<file path="src/rtl/piano_voice_scheduler.sv">
// piano_voice_scheduler
//   Polyphonic voice scheduler. Each accepted sample tick snapshots the eight
//   key levels and runs one frame of work:
//     SCAN  (8 cycles)  : frees voices whose key was released, then gives a
//                         free voice to each newly pressed key (lowest key first).
//     ACCUM (NV cycles) : steps the phase of every allocated voice and adds AMP
//                         to the sum when the phase MSB is set (square wave).
//     OUT   (1 cycle)   : publishes the sum on wave and pulses wave_valid.
//   A single shared phase adder is time-multiplexed across all voices.
//
// Ports
//   clk          in   system clock
//   rst          in   synchronous active-high reset
//   keys[7:0]    in   key levels, bit k = key k, 1 = pressed
//   sample_tick  in   one-cycle strobe at the audio sample rate
//   wave[7:0]    out  current output sample, held between frames
//   wave_valid   out  one-cycle pulse when wave updates
//   busy         out  high while a frame is in progress
//   voice_active out  bit v = voice v allocated
//   overrun      out  sticky; a tick arrived while busy (cleared by rst)
module piano_voice_scheduler #(
  parameter int NV       = 4,
  parameter int PW       = 16,
  parameter int BASE_INC = 1000,
  parameter int STEP_INC = 125
) (
  input  logic          clk,
  input  logic          rst,
  input  logic [7:0]    keys,
  input  logic          sample_tick,
  output logic [7:0]    wave,
  output logic          wave_valid,
  output logic          busy,
  output logic [NV-1:0] voice_active,
  output logic          overrun
);

  localparam int          VW  = (NV > 1) ? $clog2(NV) : 1;
  localparam logic [7:0]  AMP = 8'(255 / NV);

  typedef enum logic [1:0] {S_IDLE, S_SCAN, S_ACCUM, S_OUT} state_t;

  state_t          r_state;
  state_t          w_next;
  logic [2:0]      r_cnt;
  logic [7:0]      r_snap;
  logic [7:0]      r_sum;
  logic [7:0]      r_wave;
  logic            r_wave_valid;
  logic            r_overrun;
  logic [NV-1:0]   r_alloc;
  logic [2:0]      r_owner [NV];
  logic [PW-1:0]   r_phase [NV];

  logic            w_own_hit;
  logic [VW-1:0]   w_own_idx;
  logic            w_free_hit;
  logic [VW-1:0]   w_free_idx;
  logic [VW-1:0]   w_vidx;
  logic [PW-1:0]   w_new_phase;

  // Phase increment for a key index, truncated to the accumulator width.
  function automatic logic [PW-1:0] inc_of(input logic [2:0] k);
    logic [31:0] t;
    t = 32'(BASE_INC) + 32'(k) * 32'(STEP_INC);
    return t[PW-1:0];
  endfunction

  // Voice lookups for the key under scan: the voice owning it (if any) and
  // the lowest-index free voice.
  always_comb begin
    w_own_hit  = 1'b0;
    w_own_idx  = '0;
    w_free_hit = 1'b0;
    w_free_idx = '0;
    for (int v = 0; v < NV; v++) begin
      if (r_alloc[v] && (r_owner[v] == r_cnt) && !w_own_hit) begin
        w_own_hit = 1'b1;
        w_own_idx = VW'(v);
      end
    end
    for (int v = NV - 1; v >= 0; v--) begin
      if (!r_alloc[v]) begin
        w_free_hit = 1'b1;
        w_free_idx = VW'(v);
      end
    end
  end

  // Shared phase adder for the voice handled in the current ACCUM cycle.
  assign w_vidx      = r_cnt[VW-1:0];
  assign w_new_phase = r_phase[w_vidx] + inc_of(r_owner[w_vidx]);

  always_ff @(posedge clk) begin
    if (rst) r_state <= S_IDLE;
    else     r_state <= w_next;
  end

  always_comb begin
    w_next = r_state;
    case (r_state)
      S_IDLE:  if (sample_tick) w_next = S_SCAN;
      S_SCAN:  if (r_cnt == 3'd7) w_next = S_ACCUM;
      S_ACCUM: if (r_cnt == 3'(NV - 1)) w_next = S_OUT;
      S_OUT:   w_next = S_IDLE;
      default: w_next = S_IDLE;
    endcase
  end

  always_ff @(posedge clk) begin
    if (rst) begin
      r_cnt        <= '0;
      r_snap       <= '0;
      r_sum        <= '0;
      r_wave       <= '0;
      r_wave_valid <= 1'b0;
      r_overrun    <= 1'b0;
      r_alloc      <= '0;
      for (int v = 0; v < NV; v++) begin
        r_owner[v] <= '0;
        r_phase[v] <= '0;
      end
    end else begin
      r_wave_valid <= 1'b0;
      if (sample_tick && (r_state != S_IDLE)) r_overrun <= 1'b1;
      case (r_state)
        S_IDLE: begin
          if (sample_tick) begin
            r_snap <= keys;
            r_sum  <= '0;
            r_cnt  <= '0;
          end
        end
        S_SCAN: begin
          r_cnt <= r_cnt + 3'd1;
          if (!r_snap[r_cnt] && w_own_hit) begin
            r_alloc[w_own_idx] <= 1'b0;
          end else if (r_snap[r_cnt] && !w_own_hit && w_free_hit) begin
            r_alloc[w_free_idx] <= 1'b1;
            r_owner[w_free_idx] <= r_cnt;
            r_phase[w_free_idx] <= '0;
          end
        end
        S_ACCUM: begin
          r_cnt <= r_cnt + 3'd1;
          if (r_alloc[w_vidx]) begin
            r_phase[w_vidx] <= w_new_phase;
            if (w_new_phase[PW-1]) r_sum <= r_sum + AMP;
          end
        end
        S_OUT: begin
          r_wave       <= r_sum;
          r_wave_valid <= 1'b1;
        end
        default: ;
      endcase
    end
  end

  assign wave         = r_wave;
  assign wave_valid   = r_wave_valid;
  assign busy         = (r_state != S_IDLE);
  assign voice_active = r_alloc;
  assign overrun      = r_overrun;

endmodule

</file>
<file path="config.mk">
export PLATFORM = sky130hd
export DESIGN_NAME = piano_voice_scheduler
export DESIGN_NICKNAME = d
export VERILOG_FILES = /design/src/rtl/piano_voice_scheduler.sv
export SDC_FILE = /design/constraint.sdc
export NUM_CORES = 1
export LEC_CHECK = 0
export CAP_MARGIN = 20
export CORE_ASPECT_RATIO = 0.75
export CORE_MARGIN = 5
export CORE_UTILIZATION = 45
export DETAILED_ROUTE_END_ITERATION = 8
export PLACE_DENSITY = 0.64
export SLEW_MARGIN = 40
export SYNTH_ARGS = -nofsm -noshare
export SYNTH_HDL_FRONTEND = slang
export SYNTH_SLANG_ARGS = --single-unit
</file>
<file path="constraint.sdc">
create_clock -name clk -period 9.3 [get_ports clk]
set_input_delay 2.79 -clock clk [delete_from_list [all_inputs] [get_ports clk]]
set_output_delay 2.79 -clock clk [all_outputs]
set_load 0.01 [all_outputs]
</file>
Word-level counts from Yosys, hierarchy flattened
Memory sizes are Yosys's and may differ from the RTL's. A register that Yosys moved wholly into a read port is not among the register bits.
Index checks and enable logic that the tools add are counted.

word-level totals
  bits in registers = 35
  output and inout bits = 15
  memories = 2
  logic and storage cells = 130
  RAM bits = 76

operators by class
  eq/ne operators = 14
  $lt $le $gt $ge = 6
  bitwise gates (word level) = 3
  $add $sub $neg = 4
  multiplexer cells = 60
  reduce and logical (&&, ||, !) cells = 32
  multipliers = 1

memories
  name     words  bits a word  rd ports  clocked after Yosys merged registers in  wr ports  line  RTL
  r_phase  4      16           1         1                                        4         53    logic [PW-1:0] r_phase [NV];
  r_owner  4      3            5         1                                        4         52    logic [2:0] r_owner [NV];

operator list
  operator                count
  $mux 16                 2
  $mux 2                  16
  $reduce_or 16->1        2
  $mux 1                  28
  $mux 8                  3
  $add 16x11->16          1
  $pmux 8 s2              1
  $logic_and 1x1->1       13
  $eq 3x3->1              4
  $add 10x10->11 const A  1
  $mul 3x7->10 const B    1
  $ne 2x2->1 const B      5
  $lt 2x3->1 const B      3
  $add 8x6->8 const B     1
  $mux 4                  2
  $pmux 2 s4              1
  $reduce_bool 2->1       4
  $mux 3                  2
  $pmux 3 s2              1
  $reduce_and 2->1        3
  $logic_not 1->1         5
  $and 4x4->4             1
  $demux 1 s2             2
  $eq 2x2->1 const B      2
  15 further kinds        16

Longest topological paths before layout
Gate-level depths: netlist of run 1.
An unclocked memory read counts as a cell.

  word-level depth = 24
  gate-level depth with buffers = 17
  mapped depth without buffers = 15

Least setup slack after synthesis of run 1
No wires, ideal clock.

  path type = reg-to-reg
  start point = register with a tool-made name
  end point = register r_sum[6]
  data arrival time = 4.344 ns
  stages on the path, launching flop included = 15
  setup slack = 4.886 ns
  data required time = 9.230 ns
  cell sequence = dfxtp_1 -> buf_6 -> mux4_1 -> fa_1 -> fa_1 -> fa_1 -> ha_1 -> nand3_1 -> nand2_1 -> o211ai_1 -> a21oi_4 -> mux2i_1 -> buf_6 -> or4_1 -> a21oi_1

RTL lines
  what                    line  RTL
  end signal: assignment  148   if (w_new_phase[PW-1]) r_sum <= r_sum + AMP;
  end: declaration        47    logic [7:0] r_sum;

==> reports/qor.yml, run 1 <==
floorplan:
  ios: 26
  initial_core_util_pct: 46.42
  fp.dieH_um: 110.7
  die_w_um: 144.3
  dieArea_mm2: 0.01597
  num_rows: 36
  coreArea_mm2: 0.01311
final_layout:
  diodes: 0
  multiInputGateArea_mm2: 0.002789
  syn2layout_area_growth_pct: 16.88
  finalInstanceArea_mm2: 0.007112
  nets: 623
  drive_gt1_share_pct: 10.82
  ff_latch_area_mm2: 0.003023
  fill_cells: 1106
power_and_ir_drop:
  vdd_drop_max_mv: 0.1691
  power_mw: 2.208
  p_leak_nw: 2.757
  power_density_mw_per_mm2: 310.5
yosys:
  synth.top_cell.area_share_pct: 37.51
  synth.area.top_cells: "edfxtp_1, dfxtp_1, ha_1"
  syn_inst: 544
  synth-main-ff-cell: "edfxtp_1"
  synth_fa_ha_area_share_pct: 9.747
  synthSimpleGateAreaFrac_pct: 14.09
  ys_types: 53
  synth_compound_area_share_pct: 7.752
  synth_seq_cells: 113
  avgSynthCellArea_um2: 11.18
  synth-edff-count: 76
  yosysSeqAreaShare_pct: 49.68
  synth_xor_area_share_pct: 3.311
  syn_nets: 597
  synthMuxAreaShare_pct: 10.61
  netlist_area_mm2: 0.006085
  yosys_warnings: 0
  synth_top_family_by_area: "simple AND/OR/NAND/NOR gates"
  synthArstFlopShare_pct: 0
  synth_top_area_cell: "edfxtp_1"
status:
  status: "finished, final reports clean"
clocking:
  cts-root-buf: "clkbuf_16"
  post_cts_resized: 0
  hold_buffers: 0
  cts_tree: "done"
  post_cts_buffers: 0
  worst_skew_pair.late_latency_ns: 0.41
  clockBufferDepth: 2
  clock_sinks: 113
  h-tree-depth: 4
  path_clk_slew_ns: 0.05
  cts_buffers: 17
critical_path:
  worst_setup_path_start_kind: "input port"
  r2r_cells: 13
  crit_fanout: 44
  worst_r2r_endpoint: "r_phase[1][14]"
  crit_start: "rst"
  path_class: "input port to flop"
  critPathRequiredTime_ns: 9.28
  ff2ff_setup_slack_ns: 4.13
  end_kind: "flop"
  arrival_ns: 5.60
placement:
  finalWeightedCongestion: 0.8296
  placedInstanceArea_mm2: 0.006466
  post-place-ws_ns: 3.341
  io_buffer_count: 25
  hpwl_mm: 9.095
timing:
  tightest_slew_ns: 0.7570
  fin_crit_sh_pct: 60.36
  setup_tns_ns: 0
  fmax_mhz: 178.1
  setup_viol: 0
  rsz0062_at_grt: "false"
  fin_crit_ns: 5.614
  layout_setup_ws_ns: 3.686
  hold_viol_final: 0
  finalMaxSlewViolations: 0
  relSlewSlack_pct: 49.53
  hold_ws_ns: 0.4543
  skew_ns: 0.008949
flow_run:
  drv_cap: 0
routing:
  drt_iter0_drc: 286
  dr.pass1.iters: 5
  drt_drc_violations_left: 0
  route.vias.total: 4108
  drtAntennaViolNets: 0
  drt-wirelength-per-cell_um: 17.20
  vias_per_cell: 5.456
  wl_mm: 12.95
global_route:
  grt_first_pass_wirelength_mm: 21.12
  grt_overflow: 0
  track_usage_pct: 16.99
  first_global_vias: 4073
  antenna_found_initial: 0
  grt_max_degree: 45
hold_path:
  min_delay_path_depth: 2
  hp-class: "flop to flop"
  min_from: "r_snap[3]"
  hold_end: "r_snap[3]"
-- flip-flops by register name, summed over array words and instances, names as in the netlist, named ones only --
register,cells
overrun,1
r_cnt,3
r_owner,12
r_phase,64
r_snap,8
r_state,2
r_sum,8
voice_active,4
wave,8
wave_valid,1
-- worst max-delay path: stages --
cell,delay (ns)
clkdlybuf4s50_1,0.39
buf_4,0.28
or2_2,0.47
o22ai_1,0.42
nand2b_1,0.62
nand2b_1,0.60
-- through the flow --
stage / instances / util [%]
floorplan: 544 / -
global placement: 721 / 49.33
detailed placement: 721 / 49.33
CTS: 752 / 54.07
global route: 753 / 54.26
finish: 753 / 54.26
-- where the power goes --
part | internal, mW | switching, mW | leakage, nW | total, mW
Sequential | 0.584 | 0.0446 | 1.09 | 0.629
Clock | 0.467 | 0.214 | 0.298 | 0.681
Combinational | 0.392 | 0.507 | 1.37 | 0.898
-- cells by family after synthesis --
| group | Yosys count |
|---|---|
| and+or+nand+nor | 187 |
| AOI/OAI and AO/OA | 74 |
| buffers and inverters | 70 |
| DFF | 113 |
| xor gates and xnor gates | 23 |
| adders and majority gates | 42 |
| muxes | 35 |
-- worst max-delay path by stage --
stage,endpoint,slack [ns],depth (start not counted)
CTS,r_phase[0][3],3.80,6
detailed placement,r_phase[0][2],3.34,6
floorplan,r_sum[6],4.89,14
global route,r_phase[1][13],3.52,6
global placement,r_phase[0][1],3.52,6
finish,r_phase[1][14],3.69,6
-- synthesized netlist by cell type, types with 3 or more instances --
master,instances
o21bai_1,5
nor3_1,15
nand2_1,39
mux4_2,17
o21ai_0,13
a21o_1,3
fa_1,9
nor2b_1,5
o211ai_1,3
edfxtp_1,76
or2_2,3
mux2i_1,12
inv_1,46
clkbuf_1,13
buf_2,5
dfxtp_1,37
o31ai_1,6
nand3_1,15
a21oi_1,30
xor2_1,7
nand2b_1,9
ha_1,33
nor2_1,79
nand4_1,4
xnor2_1,16
or4_1,6
or3_1,3
mux4_1,5
-- metal layers --
| layer | up-vias | wire length (µm) | global-route usage (%) |
|---|---|---|---|
| li1 | 1988 | - | - |
| met1 | 2004 | 6453 | 24.66 |
| met2 | 99 | 5799 | 25.08 |
| met3 | 17 | 512 | 3.493 |
| met4 | 0 | 182 | 6.339 |
| met5 | - | 0 | 0 |
-- placed cells by master (no fill, tap or decap), types with 6 or more instances in the layout --
| master | instances |
|---|---|
| inv_1 | 46 |
| mux2i_1 | 11 |
| fa_1 | 9 |
| or4_1 | 6 |
| xnor2_1 | 16 |
| ha_1 | 33 |
| clkbuf_16 | 17 |
| o21ai_0 | 13 |
| a21oi_1 | 30 |
| mux4_2 | 17 |
| clkdlybuf4s50_1 | 25 |
| nor2_1 | 79 |
| o31ai_1 | 6 |
| nor3_1 | 15 |
| dfxtp_1 | 37 |
| nand2b_1 | 7 |
| edfxtp_1 | 76 |
| xor2_1 | 7 |
| nand3_1 | 15 |
| nand2_1 | 39 |
-- area by class of cell --
| cell class | count | share of cell area [%] |
|---|---|---|
| Sequential cell | 113 | 42.51 |
| Inverter | 46 | 2.428 |
| Clock buffer | 17 | 5.982 |
| Clock inverter | 14 | 2.745 |
| Timing Repair Buffer | 31 | 4.117 |
| Tap cell | 171 | 3.008 |
| Multi-Input combinational cell | 361 | 39.22 |
No activity file was read; power rests on OpenSTA's default activity.
==> inputs of run 2 (changes only) <==
- PLACE_DENSITY: 0.64 -> 0.66
- clock period: 9.3 -> 5 ns (I/O delays scaled with it)
==> reports/qor.yml, run 2 (same netlist as run 1, synthesis figures left out) <==
global_route:
  grt_overflow: 0
  first_global_vias: 4248
  grt_first_pass_wirelength_mm: 21.96
  track_usage_pct: 17.69
  grt_max_degree: 39
  antenna_found_initial: 0
final_layout:
  largestRegisters: "r_phase: 64 flops, r_owner: 12 flops"
  final_cell_mix: "nor2_1, edfxtp_1, inv_1, nand2_1, dfxtp_1"
  utilization_pct: 54.16
  diodes: 0
  top_register: "r_phase"
  nets: 629
  final_common_cell: "nor2_1"
  largest_reg_flops: 64
  syn2layout_area_growth_pct: 16.68
  drive_gt1_share_pct: 11.71
  fill_cells: 1140
timing:
  setup_tns_ns: 0
  setup_viol: 0
  fin_crit_ns: 4.715
  hold_viol_final: 0
  fmax_mhz: 212.1
  finalMaxSlewViolations: 0
  relSlewSlack_pct: 47.36
  fin_crit_sh_pct: 94.30
  hold_ws_ns: 0.4552
  skew_ns: 0.01105
  tightest_slew_ns: 0.7867
  layout_setup_ws_ns: 0.2852
  rsz0062_at_grt: "false"
floorplan:
  initial_core_util_pct: 46.42
  coreArea_mm2: 0.01311
  die_w_um: 144.3
  ios: 26
  fp.dieH_um: 110.7
  num_rows: 36
  dieArea_mm2: 0.01597
placement:
  finalWeightedCongestion: 0.8429
  hpwl_mm: 9.080
  post-place-ws_ns: 0.3009
  io_buffer_count: 25
routing:
  route.vias.total: 4134
  wl_mm: 13.12
  dr.pass1.iters: 4
  drtAntennaViolNets: 0
  drt-wirelength-per-cell_um: 17.26
  vias_per_cell: 5.439
  drt_iter0_drc: 224
  drt_drc_violations_left: 0
clocking:
  cts-root-buf: "clkbuf_16"
  worst_skew_pair.late_latency_ns: 0.41
  h-tree-depth: 4
  path_clk_slew_ns: 0.06
  clock_sinks: 113
  post_cts_buffers: 0
  clockBufferDepth: 2
  hold_buffers: 0
  cts_buffers: 17
  cts_tree: "done"
  post_cts_resized: 0
critical_path:
  worst_setup_path_start_kind: "flop"
  critPathSlowestCell: "mux4_1"
  crit_buf_inv: 1
  cp_top_family: "adder cells"
  crit_top_cell: "fa_1"
  arrival_ns: 5.05
  critPathRequiredTime_ns: 5.34
  path_cells: "mux4_1 > fa_1 > fa_1 > fa_1 > ha_1 > a21oi_1 > nand2_1 > o211ai_1 > a21oi_4 > mux2i_1 > buf_4 > or4_1 > a21oi_1"
  end_kind: "flop"
  cpPeakStageDelay_ns: 0.77
  path_class: "flop to flop"
  crit_fanout: 13
status:
  status: "finished, final reports clean"
power_and_ir_drop:
  power_density_mw_per_mm2: 564.8
  power_switching_mw: 1.447
  p_leak_nw: 2.774
  internal_power_mw: 2.563
  power_mw: 4.010
  p_clk_share_pct: 29.1
  power_frac_seq_pct: 29.2
  p_sw_share_pct: 36.08
  p_comb_share_pct: 41.8
  vdd_drop_max_mv: 0.2912
flow_run:
  drv_cap: 0
hold_path:
  hp-class: "flop to flop"
## run 2: changes by cell type in the layout (fill, tap and decap cells not counted), moves of 2 or more
cell | previous run | this run
bufinv_16 | 5 | 0
buf_4 | 5 | 11
clkinv_1 | 4 | 1
clkbuf_1 | 0 | 2
clkinv_2 | 3 | 6
clkbuf_16 | 17 | 21
## run 2: per-layer routing
layer,part of all wire [%],up-vias,track usage [%]
li1,-,2000,-
met1,47,2033,24.45
met2,47,90,27.56
met3,4.4,11,3.795
met4,1.0,0,6.153
met5,0,-,0
## run 2: power groups by stage
stage	combinational (mW)	sequential, mW	clock, mW
5_1_grt	1.90	1.18	1.23
6_report	1.67	1.17	1.17
3_3_place_gp	1.61	1.18	0
2_1_floorplan	1.34	1.14	0
4_1_cts	1.67	1.17	1.18
3_5_place_dp	1.66	1.19	0
## run 2: final cells by class
type | count | area, µm² | area share, %
clock buffers | 23 | 533.0 | 7.508
flip-flops and latches | 113 | 3023 | 42.58
clock inverters | 9 | 47.55 | 0.6697
inverters | 46 | 172.7 | 2.432
repair buffers | 37 | 337.8 | 4.759
multi-input cells | 361 | 2771 | 39.04
well taps | 171 | 214.0 | 3.014
## run 2: stage by stage
step	area (µm²)	cells
floorplan	6085	544
global placement	6511	727
detailed placement	6514	727
CTS	7094	759
global route	7099	760
finish	7099	760
## run 2: worst reg2reg max path, cell delays in order, from the launching register on
cell	delay, ns
dfxtp_1	0.42
mux4_1	0.77
fa_1	0.53
fa_1	0.43
fa_1	0.40
ha_1	0.35
a21oi_1	0.19
nand2_1	0.11
o211ai_1	0.35
a21oi_4	0.11
mux2i_1	0.13
buf_4	0.18
or4_1	0.52
a21oi_1	0.15
## run 2: final timing paths
| path | from | endpoint | slack (ns) | cells past startpoint |
|---|---|---|---|---|
| max | flop | r_sum[5] | 0.29 | 13 |
| min | r_snap[6] | r_snap[6] | 0.46 | 2 |
| max reg2reg | flop | r_sum[5] | 0.29 | 13 |
| min reg2reg | r_snap[6] | r_snap[6] | 0.46 | 2 |
